[config.mk]
export PLATFORM = sky130hd
export DESIGN_NAME = dsp_waddr_range_dispatcher
export DESIGN_NICKNAME = d
export VERILOG_FILES = /design/src/rtl/dsp_waddr_range_dispatcher.sv
export SDC_FILE = /design/constraint.sdc
export NUM_CORES = 1
export LEC_CHECK = 0
export CORE_MARGIN = 4
export CORE_UTILIZATION = 30
export DETAILED_ROUTE_END_ITERATION = 16
export PLACE_DENSITY_LB_ADDON = 0.05
export SYNTH_ARGS = -nofsm -noshare
export SYNTH_HDL_FRONTEND = slang
export SYNTH_SLANG_ARGS = --single-unit
export TNS_END_PERCENT = 30
[constraint.sdc]
create_clock -name ACLK_i -period 4.3 [get_ports ACLK_i]
set_input_delay 1.075 -clock ACLK_i [delete_from_list [all_inputs] [get_ports ACLK_i]]
set_output_delay 1.075 -clock ACLK_i [all_outputs]
set_load 0.02 [all_outputs]
[src/rtl/dsp_waddr_range_dispatcher.sv]
// Write-address dispatcher: decodes AWADDR to a slave, forwards AW via a one-entry stage, keeps W/B issue order.
// Latency: AW accepted in cycle N drives sa_AW*_o in cycle N+1; its order entry is visible in cycle N+1.
// Backpressure: m_AWREADY_o low while the order FIFO is full or the stage holds an AW its slave has not taken.
module dsp_waddr_range_dispatcher #(
    parameter int SLV_AMT           = 4,
    parameter int OUTSTANDING_AMT   = 8,
    parameter int ADDR_WIDTH        = 32,
    parameter int TRANS_MST_ID_W    = 5,
    parameter int TRANS_BURST_W     = 2,
    parameter int TRANS_DATA_LEN_W  = 8,
    parameter int TRANS_DATA_SIZE_W = 3,
    parameter logic [SLV_AMT*ADDR_WIDTH-1:0] SLV_BASE = {32'h0000_3000, 32'h0000_2000, 32'h0000_1000, 32'h0000_0000},
    parameter logic [SLV_AMT*ADDR_WIDTH-1:0] SLV_MASK = {4{32'hFFFF_F000}},
    parameter int SLV_ID_W          = $clog2(SLV_AMT),
    parameter int CNT_W             = $clog2(OUTSTANDING_AMT + 1)
) (
    input  logic                         ACLK_i,
    input  logic                         ARESET_i,
    input  logic [TRANS_MST_ID_W-1:0]    m_AWID_i,
    input  logic [ADDR_WIDTH-1:0]        m_AWADDR_i,
    input  logic [TRANS_BURST_W-1:0]     m_AWBURST_i,
    input  logic [TRANS_DATA_LEN_W-1:0]  m_AWLEN_i,
    input  logic [TRANS_DATA_SIZE_W-1:0] m_AWSIZE_i,
    input  logic                         m_AWVALID_i,
    output logic                         m_AWREADY_o,
    input  logic                         m_WVALID_i,
    input  logic                         m_WREADY_i,
    output logic [TRANS_MST_ID_W-1:0]    sa_AWID_o,
    output logic [ADDR_WIDTH-1:0]        sa_AWADDR_o,
    output logic [TRANS_BURST_W-1:0]     sa_AWBURST_o,
    output logic [TRANS_DATA_LEN_W-1:0]  sa_AWLEN_o,
    output logic [TRANS_DATA_SIZE_W-1:0] sa_AWSIZE_o,
    output logic [SLV_AMT-1:0]           sa_AWVALID_o,
    input  logic [SLV_AMT-1:0]           sa_AWREADY_i,
    output logic [SLV_ID_W-1:0]          dsp_WDATA_slv_id_o,
    output logic                         dsp_WDATA_decerr_o,
    output logic                         dsp_WDATA_last_o,
    output logic                         dsp_WDATA_disable_o,
    output logic [SLV_ID_W-1:0]          dsp_WRESP_slv_id_o,
    output logic                         dsp_WRESP_decerr_o,
    output logic                         dsp_WRESP_shift_en_o,
    output logic [CNT_W-1:0]             outst_cnt_o,
    output logic                         proto_err_o
);
    localparam int PTR_W = (OUTSTANDING_AMT > 1) ? $clog2(OUTSTANDING_AMT) : 1;

    typedef enum logic {ST_EMPTY, ST_FULL} stg_state_t;

    stg_state_t                   r_stg_state;
    stg_state_t                   w_stg_state_nxt;
    logic [SLV_ID_W-1:0]          r_stg_sel;
    logic [TRANS_MST_ID_W-1:0]    r_stg_id;
    logic [ADDR_WIDTH-1:0]        r_stg_addr;
    logic [TRANS_BURST_W-1:0]     r_stg_burst;
    logic [TRANS_DATA_LEN_W-1:0]  r_stg_len;
    logic [TRANS_DATA_SIZE_W-1:0] r_stg_size;

    logic [SLV_ID_W-1:0]          r_fifo_slv [OUTSTANDING_AMT];
    logic                         r_fifo_dec [OUTSTANDING_AMT];
    logic [TRANS_DATA_LEN_W-1:0]  r_fifo_len [OUTSTANDING_AMT];
    logic [PTR_W-1:0]             r_wptr;
    logic [PTR_W-1:0]             r_rptr;
    logic [CNT_W-1:0]             r_cnt;
    logic [TRANS_DATA_LEN_W-1:0]  r_beat;
    logic                         r_proto;

    logic [SLV_ID_W-1:0]          w_dec_sel;
    logic                         w_dec_hit;
    logic                         w_decerr;
    logic                         w_stg_hs;
    logic                         w_aw_rdy;
    logic                         w_aw_acc;
    logic                         w_stg_load;
    logic                         w_fifo_full;
    logic                         w_fifo_empty;
    logic                         w_w_hs;
    logic                         w_last;
    logic                         w_push;
    logic                         w_pop;
    logic [SLV_ID_W-1:0]          w_head_slv;
    logic                         w_head_dec;
    logic [TRANS_DATA_LEN_W-1:0]  w_head_len;

    // Address decode: scan from the top so the lowest matching slave index wins.
    always_comb begin
        w_dec_sel = '0;
        w_dec_hit = 1'b0;
        for (int i = SLV_AMT - 1; i >= 0; i--) begin
            if ((m_AWADDR_i & SLV_MASK[ADDR_WIDTH*i +: ADDR_WIDTH]) == SLV_BASE[ADDR_WIDTH*i +: ADDR_WIDTH]) begin
                w_dec_sel = SLV_ID_W'(i);
                w_dec_hit = 1'b1;
            end
        end
    end

    assign w_decerr     = ~w_dec_hit;
    assign w_fifo_full  = (r_cnt == CNT_W'(OUTSTANDING_AMT));
    assign w_fifo_empty = (r_cnt == '0);
    assign w_stg_hs     = (r_stg_state == ST_FULL) & sa_AWREADY_i[r_stg_sel];
    // Ready never looks at AWVALID: a free (or freeing) stage and a FIFO slot are enough for any request.
    assign w_aw_rdy     = ~w_fifo_full & ((r_stg_state == ST_EMPTY) | w_stg_hs);
    assign m_AWREADY_o  = w_aw_rdy;
    assign w_aw_acc     = m_AWVALID_i & w_aw_rdy;
    // Decode-error AWs are accepted and ordered but never occupy the stage.
    assign w_stg_load   = w_aw_acc & ~w_decerr;

    assign w_head_slv   = r_fifo_slv[r_rptr];
    assign w_head_dec   = r_fifo_dec[r_rptr];
    assign w_head_len   = r_fifo_len[r_rptr];
    // W beats arriving while no order entry exists are not counted against any burst.
    assign w_w_hs       = m_WVALID_i & m_WREADY_i;
    assign w_last       = ~w_fifo_empty & (r_beat == w_head_len);
    assign w_push       = w_aw_acc;
    assign w_pop        = w_w_hs & w_last;

    // Stage next state: a load wins over a plain handshake so back-to-back AWs see no bubble.
    always_comb begin
        w_stg_state_nxt = r_stg_state;
        case (r_stg_state)
            ST_EMPTY: if (w_stg_load) w_stg_state_nxt = ST_FULL;
            ST_FULL: begin
                if (w_stg_load)    w_stg_state_nxt = ST_FULL;
                else if (w_stg_hs) w_stg_state_nxt = ST_EMPTY;
            end
            default:  w_stg_state_nxt = ST_EMPTY;
        endcase
    end

    // Stage register: capture decoded AW payload on a forwarding accept, hold it until the slave takes it.
    always_ff @(posedge ACLK_i) begin
        if (ARESET_i) begin
            r_stg_state <= ST_EMPTY;
            r_stg_sel   <= '0;
            r_stg_id    <= '0;
            r_stg_addr  <= '0;
            r_stg_burst <= '0;
            r_stg_len   <= '0;
            r_stg_size  <= '0;
        end else begin
            r_stg_state <= w_stg_state_nxt;
            if (w_stg_load) begin
                r_stg_sel   <= w_dec_sel;
                r_stg_id    <= m_AWID_i;
                r_stg_addr  <= m_AWADDR_i;
                r_stg_burst <= m_AWBURST_i;
                r_stg_len   <= m_AWLEN_i;
                r_stg_size  <= m_AWSIZE_i;
            end
        end
    end

    // One-hot valid toward the slave selected for the staged AW.
    always_comb begin
        sa_AWVALID_o = '0;
        if (r_stg_state == ST_FULL) sa_AWVALID_o[r_stg_sel] = 1'b1;
    end

    assign sa_AWID_o    = r_stg_id;
    assign sa_AWADDR_o  = r_stg_addr;
    assign sa_AWBURST_o = r_stg_burst;
    assign sa_AWLEN_o   = r_stg_len;
    assign sa_AWSIZE_o  = r_stg_size;

    // Order FIFO storage: entries are written at AW accept time; pointers alone define validity.
    always_ff @(posedge ACLK_i) begin
        if (w_push) begin
            r_fifo_slv[r_wptr] <= w_dec_sel;
            r_fifo_dec[r_wptr] <= w_decerr;
            r_fifo_len[r_wptr] <= m_AWLEN_i;
        end
    end

    // Order FIFO pointers, occupancy, beat counter and sticky protocol error.
    always_ff @(posedge ACLK_i) begin
        if (ARESET_i) begin
            r_wptr  <= '0;
            r_rptr  <= '0;
            r_cnt   <= '0;
            r_beat  <= '0;
            r_proto <= 1'b0;
        end else begin
            if (w_push) r_wptr <= (r_wptr == PTR_W'(OUTSTANDING_AMT - 1)) ? '0 : r_wptr + 1'b1;
            if (w_pop)  r_rptr <= (r_rptr == PTR_W'(OUTSTANDING_AMT - 1)) ? '0 : r_rptr + 1'b1;
            case ({w_push, w_pop})
                2'b10:   r_cnt <= r_cnt + 1'b1;
                2'b01:   r_cnt <= r_cnt - 1'b1;
                default: r_cnt <= r_cnt;
            endcase
            if (w_w_hs & ~w_fifo_empty) r_beat <= w_last ? '0 : r_beat + 1'b1;
            if (w_w_hs & w_fifo_empty)  r_proto <= 1'b1;
        end
    end

    assign dsp_WDATA_slv_id_o   = w_fifo_empty ? '0 : w_head_slv;
    assign dsp_WDATA_decerr_o   = ~w_fifo_empty & w_head_dec;
    assign dsp_WDATA_last_o     = w_last;
    assign dsp_WDATA_disable_o  = w_fifo_empty;
    assign dsp_WRESP_slv_id_o   = w_pop ? w_head_slv : '0;
    assign dsp_WRESP_decerr_o   = w_pop & w_head_dec;
    assign dsp_WRESP_shift_en_o = w_pop;
    assign outst_cnt_o          = r_cnt;
    assign proto_err_o          = r_proto;
endmodule

* Yosys cells after proc, flatten, opt, wreduce, memory -nomap -nowiden
Memories as Yosys holds them, arrays and structs flattened. A register that Yosys moved wholly into a read port is not among the register bits. Cells that the tools add are included.
Word-level totals: flip-flop bits (word level) 72, bits in writable memories 88, bits of input ports 59, output and inout bits 69, word-level logic and storage cells 82, memories 3
Cells by class: add/subtract/negate cells 5, order comparisons 2, equality and inequality tests 9, muxes and demuxes 31, bitwise gates (word level) 16, reduce and logical (&&, ||, !) cells 4
Memory list:
- r_fifo_len | words 8, width 8, rd ports 1, clocked after Yosys merged registers in 1, wr ports 1, RTL line 60 | logic [TRANS_DATA_LEN_W-1:0] r_fifo_len [OUTSTANDING_AMT];
- r_fifo_slv | words 8, width 2, rd ports 1, clocked after Yosys merged registers in 1, wr ports 1, RTL line 58 | logic [SLV_ID_W-1:0] r_fifo_slv [OUTSTANDING_AMT];
- r_fifo_dec | words 8, width 1, rd ports 1, clocked after Yosys merged registers in 1, wr ports 1, RTL line 59 | logic r_fifo_dec [OUTSTANDING_AMT];
Operators by type and width (count):
- 20-bit by 2-bit == test with 1-bit output (second input constant) | 2
- 32-bit zero test | 1
- 3-bit 2-to-1 mux | 8
- 20-bit by 1-bit == test with 1-bit output (second input constant) | 1
- 2-bit 2-to-1 mux | 6
- 1-bit bitwise AND | 11
- 1-bit 2-to-1 mux | 11
- 8-bit by 1-bit adder with 8-bit output (second input constant) | 1
- 8-bit == test | 1
- 8-bit 2-to-1 mux | 1
- 4-bit one-hot mux with 2 select lines | 1
- 3-bit by 1-bit adder with 3-bit output (second input constant) | 2
- 3-bit == test (second input constant) | 2
- 4-bit by 1-bit adder with 4-bit output (second input constant) | 1
- 4-bit == test (second input constant) | 1
- 4-bit zero test | 1
- 4-bit 2-to-1 mux | 1
- 1-bit inverter | 4
- 4-bit by 1-bit subtractor with 4-bit output (second input constant) | 1
- 2-bit by 3-bit < comparator with 1-bit output (second input constant) | 1
- 1-bit binary-select mux with 2-bit select | 1
- 1-bit demux with 2-bit select | 1
- 2-bit by 1-bit == test with 1-bit output (second input constant) | 1
- 2-bit == test (second input constant) | 1
- 5 further kinds | 5

* Longest topological paths before layout
Gate-level depths: netlist of run 1.
word-level depth 9, mapped depth 18, gate-level depth less buffers 14

* Worst setup path before layout of run 1
No wires, ideal clock.
path type flip-flop to flip-flop, start register (tool-made name), end register r_cnt[2] (netlist: outst_cnt_o[2]), arrival 3964 ps, path slack 215 ps, cell stages (with the launch flop) 19, path buffers 4, period minus slack after synthesis 4085 ps, path through dfxtp_1 > buf_2 > buf_4 > buf_1 > mux4_2 > mux2i_1 > xor2_1 > nand4_1 > nor2_2 > nand3_2 > inv_2 > buf_6 > ha_1 > xor2_1 > ha_1 > nor2_1 > a221oi_1 > o311ai_2 > mux2_4
RTL lines:
- to (signal assigned) | RTL line 185 | 2'b10: r_cnt <= r_cnt + 1'b1;
- to (signal assigned) | RTL line 186 | 2'b01: r_cnt <= r_cnt - 1'b1;
- to (signal assigned) | RTL line 187 | default: r_cnt <= r_cnt;
- to (decl) | RTL line 63 | logic [CNT_W-1:0] r_cnt;

==> results of run 1 <==
[through the flow]
stage	util	instance area, um^2	hold slack (ns)
2_1_floorplan	-	6350	0.479
3_3_place_gp	0.392	8060	0.441
3_5_place_dp	0.392	8060	0.444
4_1_cts	0.419	8620	0.456
5_1_grt	0.420	8630	0.473
6_report	0.420	8630	0.454
[registers in the layout (all words and copies together) (netlist names), 4 cells and up, named ones only]
register	count
outst_cnt_o	4
r_beat	8
r_fifo_dec	8
r_fifo_len	64
r_fifo_slv	16
sa_AWADDR_o	32
sa_AWID_o	5
sa_AWLEN_o	8
[Yosys cell counts, drive strengths merged (3+ instances only)]
master	count	area [um^2]
dfxtp	75	1500
a21oi	38	190
xor2	10	87.6
nor3b	3	22.5
or4	3	30.0
nor2	35	134
clkbuf	14	52.6
nand3	5	30.0
mux2i	24	240
ha	7	87.6
nand2	81	304
edfxtp	88	2640
inv	5	18.8
and2	20	125
buf	10	67.6
mux4	21	484
xnor2	5	43.8
nor4	6	37.5
nand2b	3	18.8
nor3	11	55.1
[critical path: stages (launching register included)]
cell,delay (ns)
dfxtp_1,0.35
buf_12,0.20
mux2i_1,0.09
mux4_1,0.52
xnor2_1,0.14
or4_4,0.49
nor2_2,0.13
nand3_2,0.19
nor2_1,0.17
clkdlybuf4s15_1,0.33
[placed cells by master (no fill, tap or decap), types with 5 or more instances in the layout]
cell / count
clkdlybuf4s50_1: 121
xnor2_1: 5
ha_1: 7
xor2_1: 10
mux4_2: 18
nor2_1: 33
and2_1: 20
buf_4: 19
inv_6: 5
nand2_1: 81
edfxtp_1: 88
nor3_1: 11
inv_8: 5
dfxtp_1: 73
clkbuf_16: 17
mux2i_1: 22
a21oi_1: 38
[worst paths after layout]
check	startpoint	endpoint	slack, ns	depth (start not counted)
worst max register to register	flip-flop	outst_cnt_o[2]	0.36	15
worst max-delay path	flip-flop	dsp_WRESP_decerr_o	0.18	9
worst min-delay path	sa_AWLEN_o[3]	sa_AWLEN_o[3]	0.45	2
worst min register to register	sa_AWLEN_o[3]	sa_AWLEN_o[3]	0.45	2
[report_power, final]
part / leakage [uW] / internal, uW / switching [uW] / total (uW)
clock: 0.000280 / 769 / 674 / 1440
sequential: 0.00140 / 1660 / 14.1 / 1670
combinational: 0.00124 / 93.5 / 84.4 / 178
[cell families (layout without fill, tap and decap cells)]
group | Yosys count | after routing | synth area share
adders and majority gates | 7 | 7 | 0.0138
DFF | 163 | 163 | 0.652
muxes | 46 | 46 | 0.116
AOI/OAI and AO/OA | 48 | 48 | 0.0427
buffers and inverters | 29 | 186 | 0.0219
xor gates and xnor gates | 15 | 15 | 0.0207
and+or+nand+nor | 179 | 179 | 0.132
[final cells by class]
class                           instances  area (um^2)  share of cell area
Inverter                                5         18.8             0.00217
Clock inverter                         15          133              0.0154
Multi-Input combinational cell        295         2110               0.244
Clock buffer                           17          425              0.0493
Tap cell                              270          338              0.0391
Sequential cell                       163         4150               0.480
Timing Repair Buffer                  149         1460               0.170
[repair_timing]
action | in CTS | in global routing
gates resized for setup | 8 | 5
pin swaps | 0 | 0
setup endpoints to repair | 5 | 5
hold buffers | 0 | 0
[routing by layer]
layer  vias up  GRT usage  wire (um)
met4         0     0.0442        141
met2       127      0.223       7470
met1      2054      0.184       7560
met5         -          0          0
li1       2051          -          -
met3         8     0.0486       1120
==> results.cfg, run 1 <==
[hold_path]
holdCritPathClass = reg -> reg

[timing]
tightest_slew_ns = 0.752
fmax_mhz = 243
layout_setup_ws_ns = 0.185
rsz0062_at_grt = yes
setup_violations = 0
clock_skew_ns = 0.00991
finalCritPeriodShare = 0.957
drv_slew = 0
fin_tns_setup_ns = 0
fin_crit_ns = 4.12
hold_viol_final = 0
max_slew_margin = 0.495

[synthesis]
ys.flop_type = edfxtp_1
postSynthCellCount = 487
syn-num-nets = 553
avgSynthCellArea_um2 = 13.0
ys_warn_count = 0
async_flop_share = 0
ys_seq_elements = 163
ys_seq_area_frac = 0.652
yosys.cell_types.count = 44
synth_edf_count = 88
syn-cell-area_um2 = 6350

[grt]
grt_pass1_wl_um = 25600
grt_max_degree = 37
track_usage = 0.141
antenna_found_initial = 0
grt_overflow = 0
grt_pass1_vias = 4541

[routing]
ant_nets = 0
wl_per_cell_um = 17.8
vias = 4240
viasPerCell = 4.64
drt-pass1-iter-count = 4
routed_wl_um = 16300
drc_errors = 0
drt_iter0_markers = 223

[clock_network]
cts_htree_levels = 4
post_cts_buffers = 0
numClockSinks = 163
cts_tree = yes
cts_buffers = 17
clkTransAtPathRegs_ns = 0.07
root_buffer = clkbuf_16
clk_path_buf_depth = 2
clock_latency_ns = 0.42

[placement]
post-place-ws_ns = 0.176
portBuffers = 127
dp_hpwl_um = 11100
dp_cells = 882
gp_congestion = 0.747

[cells_and_area]
instances_no_fill = 914
n_antenna_cell = 0
fin_nets = 697
final_layout_size_suffix_gt1_frac = 0.140
fillers = 1966
area_delta_synth_final_pct = 35.8

[worst_setup_path]
worst-endpoint-required_ns = 3.22
crit_path_max_fanout = 23
startpoint_type = flip-flop
endpoint_kind = output pin
arrival_ns = 3.04
crit_type = reg -> out

[flow_run]
drv_cap = 0

[floorplan]
dieArea_um2 = 23600
initial_core_util = 0.309
rows = 52
die_h_um = 154
core_region_area_um2 = 20600
floorplan.io_pins = 128
die-width_um = 154

[power]
total_power_uw = 3290
power_density_nw_per_um2 = 381
vdd_drop_max_v = 0.000278
total_leakage_power_uw = 0.00293

[run_status]
status = complete, no violations
Power figures use the tool's default switching activity.
==> run 2: changes to the inputs <==
clock period = 3.51 ns   (was 4.3 ns; I/O delays follow)
==> results.cfg, run 2 (synthesized netlist as in run 1, its figures left out) <==
[clock_network]
clkTransAtPathRegs_ns = 0.07
clk_path_buf_depth = 2
cts_tree = yes
cts_buffers = 17
numClockSinks = 163
cts_htree_levels = 4
clock_latency_ns = 0.42
root_buffer = clkbuf_16

[power]
total_leakage_power_uw = 0.00305
power_density_nw_per_um2 = 467
vdd_drop_max_v = 0.000329

[grt]
grt_max_degree = 36
use_met2 = 0.238
met1_usage = 0.188
grt_pass1_vias = 4458
grt_pass1_wl_um = 26200
grt_overflow = 0
busiest_layer = met2
track_usage = 0.145
antenna_found_initial = 0
gr-usage-met3 = 0.0419

[run_status]
violations = setup timing
status = finished with violations

[routing]
drt_iter0_markers = 201
wl_per_cell_um = 18.0
drt-pass1-iter-count = 4
viasPerCell = 4.61
routed_wl_um = 16800
ant_nets = 0
drc_errors = 0
vias = 4306

[floorplan]
core_region_area_um2 = 20600
initial_core_util = 0.309
die-width_um = 154
dieArea_um2 = 23600
die_h_um = 154
floorplan.io_pins = 128
rows = 52

[worst_setup_path]
endpoint_kind = output pin
arrival_ns = 2.67
worst-endpoint-required_ns = 2.63
crit_type = reg -> out
crit_slowest_cell = or4_4
startpoint_type = flip-flop
path_cells = buf_12 > mux2i_1 > mux4_2 > xnor2_1 > or4_4 > nor2_4 > nand3_4 > nor2_1 > buf_4
worst_path_largest_cell_delay_ns = 0.51
crit_path_max_fanout = 6

[placement]
dp_hpwl_um = 11800
post-place-ws_ns = -0.271
gp_congestion = 0.727
portBuffers = 127

[cells_and_area]
final_cell_mix = 119 x clkdlybuf4s50_1, 88 x edfxtp_1, 81 x nand2_1
fillers = 1936
regMostFlops = r_fifo_len
largest_reg_flops = 64
area_delta_synth_final_pct = 39.9
n_antenna_cell = 0
final_common_cell = clkdlybuf4s50_1
fin_nets = 718
final_layout_size_suffix_gt1_frac = 0.189

[timing]
finalCritPeriodShare = 1.01
clock_skew_ns = 0.00854
layout_setup_ws_ns = -0.0360
tightest_slew_ns = 1.01
rsz0062_at_grt = yes
drv_slew = 0
setup_violations = 4
fin_crit_ns = 3.55
hold_viol_final = 0
fmax_mhz = 282
fin_tns_setup_ns = -0.0922
max_slew_margin = 0.322

[flow_run]
drv_cap = 0

[hold_path]
holdCritPathClass = reg -> reg
## run 2: where the power goes
group / leakage [uW] / internal, uW / switching, uW
sequential: 0.00140 / 2030 / 13.0
combinational: 0.00135 / 122 / 113
clock: 0.000301 / 1100 / 775
## run 2: worst paths after layout
check                                    from                    end  slack (ns)  cells after the start
worst max-delay path                flip-flop  dsp_WRESP_slv_id_o[0]       -0.04                      9
worst min-delay path            sa_AWLEN_o[7]          sa_AWLEN_o[7]        0.45                      2
worst max register to register      flip-flop         outst_cnt_o[2]        0.03                     14
worst min register to register  sa_AWLEN_o[7]          sa_AWLEN_o[7]        0.45                      2
## run 2: critical path, delay by kind of cell (launching register included)
| kind | cells | cell delay (ns) |
|---|---|---|
| simple gates | 4 | 0.91 |
| mux | 2 | 0.57 |
| xor+xnor | 1 | 0.14 |
| buf+inv | 2 | 0.28 |
| flops | 1 | 0.34 |
## run 2: layout make-up
type                            count  area, um^2  share of cell area
Clock buffer                       18         450              0.0507
Inverter                            5        21.3             0.00239
Multi-Input combinational cell    295        2150               0.242
Clock inverter                     14         150              0.0169
Tap cell                          270         338              0.0380
Sequential cell                   163        4150               0.467
Timing Repair Buffer              170        1620               0.183
## run 2: metrics by stage
stage          std cells  area, um^2  hold WS [ns]  power (uW)  utilization
3_3_place_gp         901        8220         0.442        2320        0.400
4_1_cts              933        8850         0.458        4200        0.431
5_1_grt              935        8890         0.470        4310        0.432
3_5_place_dp         901        8220         0.444        2320        0.400
2_1_floorplan        487        6400         0.479        2170            -
6_report             935        8890         0.453        4150        0.432
## run 2: repair_timing
| action | CTS | global route |
|---|---|---|
| hold buffers | 0 | 0 |
| gates cloned | 0 | 0 |
| pin swaps | 4 | 0 |
| setup endpoints to repair | 9 | 9 |
| buffers inserted | 0 | 2 |
| gates resized for setup | 41 | 6 |
## run 2: metal layers
metal	part of all wire	up-vias
met3	0.048	12
li1	-	2080
met2	0.49	106
met1	0.44	2108
met5	0	-
met4	0.012	0
==> run 3: changes to the inputs <==
TNS_END_PERCENT = 100   (was 30)
==> results.cfg, run 3 (synthesized netlist as in run 1, its figures left out) <==
[worst_setup_path]
worst-endpoint-required_ns = 2.63
worst_path_largest_cell_delay_ns = 0.51
startpoint_type = flip-flop
arrival_ns = 2.66
endpoint_kind = output pin
crit_slowest_cell = or4_4
worst-path-buf-inv = 2
path_delay_family = simple AND/OR/NAND/NOR gates
path_cells = buf_12 > mux2i_1 > mux4_2 > xnor2_1 > or4_4 > nor2_4 > nand3_4 > nor2_1 > buf_4
crit_type = reg -> out
crit_path_max_fanout = 6

[flow_run]
drv_cap = 0

[floorplan]
floorplan.io_pins = 128
rows = 52
die-width_um = 154
die_h_um = 154
core_region_area_um2 = 20600
dieArea_um2 = 23600
initial_core_util = 0.309

[power]
total_leakage_power_uw = 0.00306
pwr-share-clk = 0.451
pwr-share-comb = 0.056
p_switching_uw = 897
switching_share = 0.216
seqPwrFrac = 0.492
vdd_drop_max_v = 0.000325
internal_power_uw = 3250
total_power_uw = 4150
power_density_nw_per_um2 = 466

[placement]
place_area_um2 = 8220
gp_congestion = 0.727
dp_hpwl_um = 11800
dp_cells = 901
portBuffers = 127

[timing]
tightest_slew_ns = 1.01
rsz0062_at_grt = yes
max_slew_margin = 0.322
fmax_mhz = 282
setup_violations = 3
hold_viol_final = 0
clock_skew_ns = 0.0101
finalCritPeriodShare = 1.01
layout_setup_ws_ns = -0.0318
fin_crit_ns = 3.54
drv_slew = 0

[clock_network]
cts_buffers = 17
root_buffer = clkbuf_16
clock_latency_ns = 0.42
clkTransAtPathRegs_ns = 0.07
numClockSinks = 163
cts_htree_levels = 4
cts_tree = yes
cts-hold-fix-buffers = 0
clk_path_buf_depth = 2

[cells_and_area]
instances_no_fill = 936
largest_reg_flops = 64
design_area_um2 = 8910
n_antenna_cell = 0
final_layout_size_suffix_gt1_frac = 0.189
final_cell_mix = 119 x clkdlybuf4s50_1, 88 x edfxtp_1, 81 x nand2_1
area_delta_synth_final_pct = 40.2
regMostFlops = r_fifo_len
final_common_cell = clkdlybuf4s50_1
fin_nets = 719
utilization = 0.433

[grt]
met1_usage = 0.189
use_met2 = 0.238
track_usage = 0.145
grt_max_degree = 36
grt_overflow = 0
grt_pass1_wl_um = 26200
gr-usage-met3 = 0.0419
grt_pass1_vias = 4464
busiest_layer = met2
antenna_found_initial = 0

[routing]
ant_nets = 0
drt_iter0_markers = 224
drt-pass1-iter-count = 4
viasPerCell = 4.58
drc_errors = 0
vias = 4291
routed_wl_um = 16700
wl_per_cell_um = 17.9

[hold_path]
holdCritPathClass = reg -> reg

[run_status]
status = finished with violations
violations = setup timing
run 3: worst min-delay path: stages, from the launching register on:
cell     delay [ns]
dfxtp_1        0.31
nand2_1        0.05
a21oi_1        0.05
run 3: through the flow:
step | setup WS [ns] | hold slack (ns) | TNS, ns
3_3_place_gp | -0.219 | 0.442 | -0.998
6_report | -0.0318 | 0.453 | -0.0807
5_1_grt | -0.180 | 0.470 | -0.866
3_5_place_dp | -0.271 | 0.444 | -2.95
2_1_floorplan | -0.228 | 0.479 | -3.11
4_1_cts | -0.0786 | 0.458 | -0.289
run 3: per-layer routing:
layer  wire length [um]  vias to the layer above
met3                987                        8
met4                109                        0
li1                   -                     2082
met2               8410                      110
met1               7230                     2091
met5                  0                        -
run 3: area by class of cell:
class                   count  area (um^2)
well taps                 270          338
clock inverters            14          150
fillers                  1937        11700
repair buffers            171         1640
clock buffers              18          450
flip-flops and latches    163         4150
multi-input cells         295         2150
inverters                   5         21.3
run 3: worst paths after layout:
kind                 start                    end  slack (ns)  cells after the start
max              flip-flop  dsp_WRESP_slv_id_o[0]       -0.03                      9
min reg2reg  sa_AWLEN_o[7]          sa_AWLEN_o[7]        0.45                      2
max reg2reg      flip-flop         outst_cnt_o[2]        0.03                     15
min          sa_AWLEN_o[7]          sa_AWLEN_o[7]        0.45                      2
run 3: power by group through the flow:
| stage | Combinational [uW] | Clock, uW | Sequential, uW |
|---|---|---|---|
| 5_1_grt | 255 | 2010 | 2040 |
| 6_report | 234 | 1870 | 2040 |
| 4_1_cts | 238 | 1920 | 2040 |
| 3_3_place_gp | 234 | 0 | 2090 |
| 2_1_floorplan | 87.8 | 0 | 2090 |
| 3_5_place_dp | 236 | 0 | 2090 |
run 3: repair_timing:
| action | 4_1_cts | 5_1_grt |
|---|---|---|
| pin swaps | 5 | 0 |
| gates resized for setup | 41 | 8 |
| setup endpoints to repair | 9 | 9 |
| buffers inserted | 1 | 2 |
